--- src/rtl/seq_alu.sv ---
// ============================================================================
// Module  : seq_alu
// Brief   : Handshaked ALU with registered operands, double-width result,
//           zero/carry flags and an optional iterative multiply (SEQ_ALU_MUL_EN).
// Revision: 1.0
// ============================================================================
`default_nettype none

module seq_alu #(
  parameter int WIDTH = 16,
  parameter int SHW   = $clog2(WIDTH)
) (
  input  logic                 clk,
  input  logic                 rst_n,
  input  logic                 in_valid,
  output logic                 in_ready,
  input  logic [WIDTH-1:0]     num1,
  input  logic [WIDTH-1:0]     num2,
  input  logic [2:0]           op_sel,
  output logic                 out_valid,
  input  logic                 out_ready,
  output logic [2*WIDTH-1:0]   result,
  output logic                 zero,
  output logic                 carry,
  output logic                 illegal
);

  localparam logic [1:0] ST_IDLE = 2'd0;
  localparam logic [1:0] ST_MUL  = 2'd1;
  localparam logic [1:0] ST_DONE = 2'd2;

  localparam logic [2:0] OP_ADD = 3'd0;
  localparam logic [2:0] OP_SUB = 3'd1;
  localparam logic [2:0] OP_AND = 3'd2;
  localparam logic [2:0] OP_OR  = 3'd3;
  localparam logic [2:0] OP_XOR = 3'd4;
  localparam logic [2:0] OP_SHL = 3'd5;
  localparam logic [2:0] OP_SHR = 3'd6;
  localparam logic [2:0] OP_MUL = 3'd7;

  logic [1:0]          state_q, state_d;
  logic [2:0]          op_q, op_d;
  logic [WIDTH-1:0]    a_q, a_d;
  logic [WIDTH-1:0]    b_q, b_d;
  logic [2*WIDTH-1:0]  result_q, result_d;
  logic                zero_q, zero_d;
  logic                carry_q, carry_d;
  logic                illegal_q, illegal_d;
  logic                out_valid_q, out_valid_d;

  logic                accept;
  logic [WIDTH:0]      sum_w;
  logic [WIDTH:0]      diff_w;
  logic [2*WIDTH-1:0]  alu_res;
  logic                alu_carry;
  logic                alu_illegal;

`ifdef SEQ_ALU_MUL_EN
  localparam logic [SHW-1:0] MUL_LAST = SHW'(WIDTH - 1);

  logic [2*WIDTH-1:0]  mcand_q, mcand_d;
  logic [WIDTH-1:0]    mplier_q, mplier_d;
  logic [2*WIDTH-1:0]  acc_q, acc_d;
  logic [SHW-1:0]      cnt_q, cnt_d;
  logic                mul_start;

  assign mul_start = accept && (op_sel == OP_MUL);
`endif

  assign accept = in_valid && in_ready;

  // State register
  always_ff @(posedge clk) begin
    if (!rst_n) begin
      state_q <= ST_IDLE;
    end else begin
      state_q <= state_d;
    end
  end

  // Next-state logic
  always_comb begin
    state_d = state_q;
    case (state_q)
      ST_IDLE: begin
        if (accept) begin
`ifdef SEQ_ALU_MUL_EN
          state_d = mul_start ? ST_MUL : ST_DONE;
`else
          state_d = ST_DONE;
`endif
        end
      end
      ST_MUL: begin
`ifdef SEQ_ALU_MUL_EN
        if (cnt_q == MUL_LAST) begin
          state_d = ST_DONE;
        end
`else
        state_d = ST_IDLE;
`endif
      end
      ST_DONE: begin
        if (out_valid_q && out_ready) begin
          state_d = ST_IDLE;
        end
      end
      default: state_d = ST_IDLE;
    endcase
  end

  // Output logic
  always_comb begin
    in_ready  = rst_n && (state_q == ST_IDLE);
    out_valid = out_valid_q;
  end

  assign result  = result_q;
  assign zero    = zero_q;
  assign carry   = carry_q;
  assign illegal = illegal_q;

  // Function unit operates only on the captured operands, never on live inputs
  always_comb begin
    sum_w       = {1'b0, a_q} + {1'b0, b_q};
    diff_w      = {1'b0, a_q} - {1'b0, b_q};
    alu_res     = '0;
    alu_carry   = 1'b0;
    alu_illegal = 1'b0;
    case (op_q)
      OP_ADD: begin
        alu_res   = {{(WIDTH-1){1'b0}}, sum_w};
        alu_carry = sum_w[WIDTH];
      end
      OP_SUB: begin
        alu_res   = {{(WIDTH-1){1'b0}}, diff_w};
        alu_carry = diff_w[WIDTH];
      end
      OP_AND: alu_res = {{WIDTH{1'b0}}, a_q & b_q};
      OP_OR:  alu_res = {{WIDTH{1'b0}}, a_q | b_q};
      OP_XOR: alu_res = {{WIDTH{1'b0}}, a_q ^ b_q};
      OP_SHL: alu_res = {{WIDTH{1'b0}}, a_q << b_q[SHW-1:0]};
      OP_SHR: alu_res = {{WIDTH{1'b0}}, a_q >> b_q[SHW-1:0]};
      default: begin
`ifdef SEQ_ALU_MUL_EN
        alu_res   = acc_q;
        alu_carry = |acc_q[2*WIDTH-1:WIDTH];
`else
        alu_illegal = 1'b1;
`endif
      end
    endcase
  end

  always_comb begin
    op_d        = op_q;
    a_d         = a_q;
    b_d         = b_q;
    result_d    = result_q;
    zero_d      = zero_q;
    carry_d     = carry_q;
    illegal_d   = illegal_q;
    out_valid_d = out_valid_q;
`ifdef SEQ_ALU_MUL_EN
    mcand_d     = mcand_q;
    mplier_d    = mplier_q;
    acc_d       = acc_q;
    cnt_d       = cnt_q;
`endif

    if (accept) begin
      op_d = op_sel;
      a_d  = num1;
      b_d  = num2;
`ifdef SEQ_ALU_MUL_EN
      if (mul_start) begin
        mcand_d  = {{WIDTH{1'b0}}, num1};
        mplier_d = num2;
        acc_d    = '0;
        cnt_d    = '0;
      end
`endif
    end

`ifdef SEQ_ALU_MUL_EN
    // One multiplier bit per cycle, LSB first
    if (state_q == ST_MUL) begin
      if (mplier_q[0]) begin
        acc_d = acc_q + mcand_q;
      end
      mcand_d  = mcand_q << 1;
      mplier_d = mplier_q >> 1;
      cnt_d    = cnt_q + 1'b1;
    end
`endif

    // Entering DONE means the answer is ready; it is registered one edge later
    if (state_q == ST_DONE) begin
      if (!out_valid_q) begin
        result_d    = alu_res;
        zero_d      = ~|alu_res[WIDTH-1:0];
        carry_d     = alu_carry;
        illegal_d   = alu_illegal;
        out_valid_d = 1'b1;
      end else if (out_ready) begin
        out_valid_d = 1'b0;
      end
    end
  end

  always_ff @(posedge clk) begin
    if (!rst_n) begin
      op_q        <= '0;
      a_q         <= '0;
      b_q         <= '0;
      result_q    <= '0;
      zero_q      <= 1'b0;
      carry_q     <= 1'b0;
      illegal_q   <= 1'b0;
      out_valid_q <= 1'b0;
`ifdef SEQ_ALU_MUL_EN
      mcand_q     <= '0;
      mplier_q    <= '0;
      acc_q       <= '0;
      cnt_q       <= '0;
`endif
    end else begin
      op_q        <= op_d;
      a_q         <= a_d;
      b_q         <= b_d;
      result_q    <= result_d;
      zero_q      <= zero_d;
      carry_q     <= carry_d;
      illegal_q   <= illegal_d;
      out_valid_q <= out_valid_d;
`ifdef SEQ_ALU_MUL_EN
      mcand_q     <= mcand_d;
      mplier_q    <= mplier_d;
      acc_q       <= acc_d;
      cnt_q       <= cnt_d;
`endif
    end
  end

endmodule

`default_nettype wire
--- config.mk ---
export PLATFORM = sky130hd
export DESIGN_NAME = seq_alu
export DESIGN_NICKNAME = d
export VERILOG_FILES = /design/src/rtl/seq_alu.sv
export SDC_FILE = /design/constraint.sdc
export NUM_CORES = 1
export LEC_CHECK = 0
export BUFFER_PORTS_ARGS = -buffer_cell sky130_fd_sc_hd__buf_4
export CORE_AREA = 2 2 128 130
export DETAILED_ROUTE_END_ITERATION = 10
export DIE_AREA = 0 0 130 132
export SLEW_MARGIN = 0
export SYNTH_ARGS = -nofsm -noshare
export SYNTH_HDL_FRONTEND = slang
export SYNTH_SLANG_ARGS = --single-unit
export TNS_END_PERCENT = 10
--- constraint.sdc ---
create_clock -name clk -period 4.7 [get_ports clk]
set_clock_uncertainty 0.05 [all_clocks]
set_input_delay 0.705 -clock clk [delete_from_list [all_inputs] [get_ports clk]]
set_output_delay 0.705 -clock clk [all_outputs]
set_load 0.005 [all_outputs]
# ---- After elaboration in Yosys (flattened, before gate mapping)
# Index checks and enable logic that the tools add are counted.
dict set report op_classes {
  n_addsub 2
  n_eq_ne 9
  shift 2
  n_mux 8
  n_bitwise 4
  n_reduce_logical 10
}
# op count
set op_table {}
lappend op_table {{17-bit case mux with 7 select lines} 1}
lappend op_table {{16-bit by 16-bit adder with 17-bit output} 1}
lappend op_table {{16-bit by 16-bit subtractor with 17-bit output} 1}
lappend op_table {{16-bit bitwise AND} 1}
lappend op_table {{16-bit bitwise OR} 1}
lappend op_table {{16-bit OR reduction} 1}
lappend op_table {{16-bit by 4-bit left shift with 16-bit output} 1}
lappend op_table {{16-bit by 4-bit >> shifter with 16-bit output} 1}
lappend op_table {{16-bit XOR} 1}
lappend op_table {{3-bit == test, second input constant} 3}
lappend op_table {{7-bit OR reduction} 1}
lappend op_table {{3-bit by 2-bit == test with 1-bit output, second input constant} 2}
lappend op_table {{2-bit two-way mux} 2}
lappend op_table {{2-bit inequality test, second input constant} 2}
lappend op_table {{2-bit case mux with 2 select lines} 1}
lappend op_table {{2-bit AND reduction} 2}
lappend op_table {{3-bit by 1-bit == test with 1-bit output, second input constant} 1}
lappend op_table {{1-bit logical AND} 3}
lappend op_table {{3-bit zero test} 1}
lappend op_table {{1-bit two-way mux} 3}
lappend op_table {{2-bit == test, second input constant} 1}
lappend op_table {{2-bit zero test} 1}
lappend op_table {{1-bit case mux with 2 select lines} 1}
lappend op_table {{1-bit zero test} 1}
lappend op_table {{1-bit NOT} 1}
dict set report word_totals {
  register_bits 73
  output_inout_bits 37
  word_cells 44
}

# ---- Depth between registers and ports, before layout
# Gate-level depths: netlist of run 1.
dict set report depth {
  depth_word 5
  ltp_mapped 15
  mapped_depth_nobuf 12
}

# ---- Worst setup path after synthesis of run 1
# OpenSTA, ideal clock, no wires.
dict set report synth_timing {
  path_kind {reg-to-reg}
  from {reg b_q[1]}
  to {reg zero_q (netlist: zero)}
  setup_ps 119
  arrival_time_ps 3224
  path_slack_ps 1306
  path_stages_with_launch 16
  path_buffers 4
  cell_sequence {dfxtp_1 > buf_6 > buf_8 > buf_2 > buf_2 > inv_1 > ha_1 > nor2_1 > o311ai_0 > o211ai_1 > a21oi_1 > o21a_1 > a211oi_1 > or4b_1 > nand2_1 > o31ai_2}
}
dict set report synth_via {
  elab_chain_len 4
  word_cells_on_any_way 10
  cone_classes {add/sub (2); shift (2); mux (1); bitwise (3); reduce/logical (2)}
}
# element line
set synth_lines {}
lappend synth_lines {{start: declaration} 44} ;# logic [WIDTH-1:0] b_q, b_d;
lappend synth_lines {{start signal: assignment} 215} ;# b_q <= '0;
lappend synth_lines {{start signal: assignment} 230} ;# b_q <= b_d;
lappend synth_lines {{16-bit by 16-bit subtractor with 17-bit output (tied with other cells)} 126} ;# diff_w = {1'b0, a_q} - {1'b0, b_q};
lappend synth_lines {{17-bit case mux with 7 select lines (*)} 130} ;# case (op_q)
lappend synth_lines {{16-bit OR reduction (*)} 201} ;# zero_d = ~|alu_res[WIDTH-1:0];
lappend synth_lines {{1-bit zero test (*)} 201}
lappend synth_lines {{end signal: assignment} 232} ;# zero_q <= zero_d;
lappend synth_lines {{end: declaration} 46} ;# logic zero_q, zero_d;
# Mark *: on every way between the ends. The rest lies on a longest branch, timed or not.
# A chain may end at the register's enable or synchronous reset.

# ---- Final worst setup path of run 1
# Ends and elaborated chain as after synthesis.

==> results.toml, run 1 <==
[status]
outcome = "complete, no violations"

[yosys]
synthFlopType = "dfxtp_1"
synth_seq_area_share = 0.185
per_instance_average_area_after_synthesis_um2 = 7.81
post_synth_top_area_cell = "dfxtp_1"
synth_cell_type_count = 86
number_of_synthesized_register_bits = 57
synth_most_common_cell = "nand2_1"
count_of_flip_flops_with_a_built_in_enable_after_synthesis = 0
postSynthCellCount = 790
ys_top_cells_by_count = "112 x nand2_1, 61 x nor2_1, 58 x o21ai_0"
yosys-top-cells-area = "dfxtp_1 18%, ha_1 10%, nand2_1 6.8%, mux4_2 6.2%, o21ai_0 4.7%"
ys_warn_count = 0
syn-cell-area_um2 = 6170
fraction_of_synthesized_cell_area_taken_by_the_top_area_cell_type = 0.185
synthArstFlopShare = 0

[floorplanning]
initial_core_util = 0.393
top_level_ports = 76
die_w_um = 130
die_y_um = 132
std_cell_rows = 46
design.core.area_um2 = 15700
fp.dieArea_um2 = 17200

[grt]
grt_first_pass_wirelength_um = 30600
grt_remaining_overflow = 0
grt_use_total = 0.228
grt_antenna_before_repair = 0
first_global_vias = 5448
grt_max_degree = 71

[worst_setup_path]
r2r.worst_path.cells = 11
critical_r2r_launch = "b_q[1]"
cpMaxStageDelayCell = "dfxtp_2"
worstPathRequired_ps = 4900
critical_path_peak_fanout = 39
endpoint_kind = "flop"
path_cells = "inv_1, ha_1, nor2_1, o311ai_0, nor3b_1, o221a_2, o21a_1, o211ai_1, nor4_1, nand4_1, o31ai_2"
r2r-end = "zero"
cp-startpoint = "b_q[1]"
timing.critical_path.slowest_cell_delay_ps = 890
timing.reg2reg.setup_slack_ps = 810
worstSetupEndpoint = "zero"
worst_setup_path_start_kind = "flop"
worstSetupPathType = "flop to flop"
data_arrival_time_of_the_critical_path_ps = 4090

[clocking]
post_cts_resize_count = 0
clock-root-buffer = "clkbuf_16"
clk_path_buf_depth = 2
tritoncts_clock_tree = "done"
tritoncts.num_buffers = 9
number_of_hold_buffers_added_after_cts = 0
cts.clk_slew.worst_paths_ps = 50
h_tree_levels = 3
setup_bufs_post_cts = 0
insertion_delay_ps = 330
cts.sinks = 57

[timing]
max_freq_mhz = 257
share_of_the_cycle_needed_by_the_critical_path_after_routing = 0.827
final_max_slew_viol_count = 0
setup_viol = 0
slew-limit-headroom = 0.305
tns_ps = 0
min_period_ps = 3890
setup_ws_ps = 813
timing.hold.ws_ps = 416
worst_pin_slew_ps = 1040
report.final.hold_viol_count = 0
rsz0062_at_grt = "no"

[run]
timing.max_cap.violations = 0

[route]
drt_drc_violations_left = 0
vias = 6074
drt_wl_total_um = 19800
wire_per_inst_um = 19.2
drt_iter0_drc = 637
route.detailed.vias_per_inst = 5.90
drt_pass1_iterations = 5
postRouteAntennaNets = 0

[layout]
diodes = 0
final_layout_size_suffix_gt1_frac = 0.165
area_growth_from_synthesis_to_layout_pct = 12.3
final_nets = 900

[power]
max-vdd-ir-drop_mv = 0.168
p_leak_nw = 2.87
pwr_density_cell_nw_per_um2 = 279

[hold_path]
holdCritPathClass = "flop to flop"
timing.hold.worst_path_depth = 2

[placed_design]
buffer_ports.inserted = 60
detailed_place_hpwl_um = 14700
pre_cts_ws_ps = 897
gp_routability_congestion = 0.964
==> cell usage in the layout, fill, tap and decap left out, types with 6 or more instances in the layout <==
master,Yosys,routed
mux2_2,9,9
clkbuf_16,0,9
nor2b_1,11,11
buf_4,20,78
o22ai_1,9,9
mux2i_1,13,13
nor4_1,8,8
nor2_1,61,61
inv_1,42,42
o211a_1,14,14
a21oi_1,28,28
a211oi_1,17,17
nand3_1,12,12
nand2b_1,8,8
conb_1,1,15
a21o_1,13,13
o211ai_1,11,11
ha_1,51,51
a22oi_1,15,15
a31oi_1,7,7
o21ai_0,58,58
nor3_1,10,10
nand2_1,112,112
nand4_1,6,6
dfxtp_1,57,55
mux4_2,17,17
==> power breakdown <==
group,internal (mW),switching [mW],total [mW]
Clock,0.453,0.236,0.690
Sequential,0.522,0.0647,0.587
Combinational,0.279,0.380,0.659
==> per-stage QoR <==
step,util,cells,total power [mW],area [µm²]
6_report,0.441,1029,1.94,6930
5_1_grt,0.441,1029,2.03,6930
4_1_cts,0.441,1029,1.93,6930
3_5_place_dp,0.422,1013,1.24,6620
3_3_place_gp,0.422,1013,1.24,6620
2_1_floorplan,-,804,1.05,6230
==> kinds of logic after synthesis <==
family,after synthesis,synth area share
AO/OA/AOI/OAI,238,0.273
flip-flops,57,0.185
adder cells (fa/ha/maj),53,0.110
buffers and inverters,130,0.102
multiplexers,44,0.121
other,1,0.000607
XOR/XNOR,5,0.00709
AND/OR/NAND/NOR,262,0.201
==> routing by layer <==
| layer | global-route usage | up-vias | part of all wire |
|---|---|---|---|
| li1 | - | 2882 | - |
| met1 | 0.309 | 2846 | 0.43 |
| met2 | 0.351 | 277 | 0.45 |
| met3 | 0.0442 | 69 | 0.072 |
| met4 | 0.102 | 0 | 0.044 |
| met5 | 0 | - | 0 |
==> worst min path at each step <==
stage	startpoint	slack [ps]	to
CTS	result[9]	420	result[9]
global route	result[9]	450	result[9]
detailed placement	result[9]	410	result[9]
floorplan	b_q[11]	400	b_q[11]
global placement	result[9]	410	result[9]
finish	result[9]	420	result[9]
==> state kept, by name, summed over array words and instances (netlist names) <==
name and count:
result 17, carry 1, op_q 3, b_q 16
out_valid 1, illegal 1, state_q 1, a_q 16
zero 1
==> cell type report <==
| class | instances | area, µm² |
|---|---|---|
| sequential | 57 | 1140 |
| tap | 216 | 270 |
| clock inverter | 2 | 35.0 |
| multi-input combinational | 617 | 4460 |
| clock buffer | 14 | 274 |
| fill | 1597 | 8780 |
| timing repair buffer | 78 | 586 |
| inverter | 45 | 169 |
==> critical path, delay by kind of cell, from the launching register on <==
kind	cells	cell delay, ps
compound gates	5	1380
buf+inv	1	170
fa+ha+maj	1	360
simple gates	4	940
flops	1	890
No activity file was read; power rests on OpenSTA's default activity.
==> run 2: changes to the inputs <==
==> constraint.sdc (replaced) <==
create_clock -name clk -period 3.2 [get_ports clk]
set_clock_uncertainty 0.05 [all_clocks]
set_input_delay 0.48 -clock clk [delete_from_list [all_inputs] [get_ports clk]]
set_output_delay 0.48 -clock clk [all_outputs]
set_load 0.005 [all_outputs]
==> results.toml, run 2 (synthesis results as in run 1) <==
[power]
pwr_density_cell_nw_per_um2 = 393
p_seq_frac = 0.279
clock_power_share = 0.333
p_int_mw = 1.90
power.share.combinational = 0.388
p_leak_nw = 3.18
max-vdd-ir-drop_mv = 0.280
power_mw = 2.94
power.switching_mw = 1.04
sw_frac_of_total = 0.353

[status]
outcome = "complete, no violations"

[layout]
largest_register_ffs = 17
final_nets = 958
diodes = 0
layout_commonest_cell = "buf_4"
layout.cell_area.non_filler_um2 = 7480
most-common-layout-cells = "132 x buf_4, 112 x nand2_1, 61 x nor2_1"
area_growth_from_synthesis_to_layout_pct = 21.2
final_layout_size_suffix_gt1_frac = 0.239

[grt]
grt_use_total = 0.251
grt_first_pass_wirelength_um = 33300
grt_max_degree = 58
first_global_vias = 5825
grt_antenna_before_repair = 0
grt_remaining_overflow = 0

[floorplanning]
die_w_um = 130
die_y_um = 132
initial_core_util = 0.393
fp.dieArea_um2 = 17200
std_cell_rows = 46
design.core.area_um2 = 15700
top_level_ports = 76

[clocking]
clock-root-buffer = "clkbuf_16"
insertion_delay_ps = 350
cts.sinks = 57
cts.clk_slew.worst_paths_ps = 50
tritoncts_clock_tree = "done"
h_tree_levels = 3
clk_path_buf_depth = 2
tritoncts.num_buffers = 9

[worst_setup_path]
timing.critical_path.slowest_cell_delay_ps = 420
worst-path-stages = 12
data_arrival_time_of_the_critical_path_ps = 3360
cpMaxStageDelayCell = "a2111o_1"
critical_r2r_launch = "a_q[0]"
worstSetupPathType = "flop to flop"
r2r.worst_path.cells = 12
cp.buffers_inverters = 1
endpoint_kind = "flop"
path_cells = "inv_1, ha_1, fa_2, o21bai_2, a2111oi_4, nand2b_1, a221o_1, a2111o_1, nand4b_1, nor4_2, nand4_1, o31ai_2"
r2r-end = "zero"
worst_setup_path_start_kind = "flop"
critical_path_peak_fanout = 3
worstPathRequired_ps = 3410
critPathTopFamily = "compound AO/OA/AOI/OAI gates"
timing.reg2reg.setup_slack_ps = 50

[route]
postRouteAntennaNets = 0
vias = 6269
drt_iter0_drc = 763
drt_pass1_iterations = 5
wire_per_inst_um = 19.6
route.detailed.vias_per_inst = 5.77
drt_wl_total_um = 21300
drt_drc_violations_left = 0

[timing]
min_period_ps = 3150
share_of_the_cycle_needed_by_the_critical_path_after_routing = 0.983
max_freq_mhz = 318
slew-limit-headroom = 0.532
rsz0062_at_grt = "yes"
setup_viol = 0
final_max_slew_viol_count = 0
worst_pin_slew_ps = 692
report.final.hold_viol_count = 0

[placed_design]
detailed_place_hpwl_um = 16400
dpl_cell_area_um2 = 7110
gp_routability_congestion = 1.02
buffer_ports.inserted = 60

[hold_path]
startpoint_of_the_tightest_hold_check_path = "num2[14]"
min_to = "b_q[14]"
timing.hold.worst_path_depth = 3
holdCritPathClass = "input port to flop"

[run]
timing.max_cap.violations = 0
[run 2: cell types whose count changed in the layout (fill, tap and decap cells not counted), sizes merged]
cell	previous run	this run
buf	78	136
clkbuf	14	12
clkinv	1	2
[run 2: how the worst max path moves through the flow]
stage,start,end,slack [ps]
floorplan,b_q[1],zero,6
global placement,a_q[0],zero,30
detailed placement,a_q[0],zero,-20
CTS,a_q[0],zero,20
global route,a_q[0],zero,-20
finish,a_q[0],zero,50
[run 2: area by class of cell]
type / instances / area [µm²]
clock inverter: 3 / 40.0
inverter: 45 / 169
multi-input combinational: 617 / 4540
timing repair buffer: 136 / 1060
clock buffer: 12 / 256
tap: 216 / 270
fill: 1563 / 8230
sequential: 57 / 1150
[run 2: what timing repair did]
| item | 4_1_cts | 5_1_grt |
|---|---|---|
| setup endpoints to repair | 1 | 3 |
| hold buffers | 0 | 0 |
| setup buffers | 0 | 1 |
| resized for setup | 1 | 15 |
| pin swaps | 2 | 2 |
[run 2: worst reg2reg max path, stage by stage (launching register included)]
cell and delay (ps):
dfxtp_1 360, inv_1 70, ha_1 220, fa_2 370
o21bai_2 190, a2111oi_4 110, nand2b_1 190, a221o_1 300
a2111o_1 420, nand4b_1 230, nor4_2 210, nand4_1 150
o31ai_2 180
[run 2: power groups by stage]
stage / Clock (mW) / Sequential, mW / Combinational [mW]
6_report: 0.980 / 0.820 / 1.14
4_1_cts: 0.996 / 0.820 / 1.11
5_1_grt: 1.03 / 0.828 / 1.23
2_1_floorplan: 0 / 0.824 / 0.735
3_3_place_gp: 0 / 0.833 / 1.10
3_5_place_dp: 0 / 0.834 / 1.10
[run 2: layer usage]
layer,up-vias,global-route usage,part of all wire
li1,2999,-,-
met2,260,0.386,0.46
met5,-,0,0
met4,0,0.111,0.040
met1,2956,0.343,0.44
met3,54,0.0430,0.062
[run 2: stage by stage]
stage	TNS, ps	std cells	util	worst slack [ps]	hold WS, ps
floorplan	0	804	-	5.55	403
global placement	0	1070	0.453	34.7	419
detailed placement	-24.9	1070	0.453	-24.9	428
CTS	0	1085	0.472	21.4	272
global route	-25.0	1086	0.476	-17.0	282
finish	0	1086	0.476	53.1	276
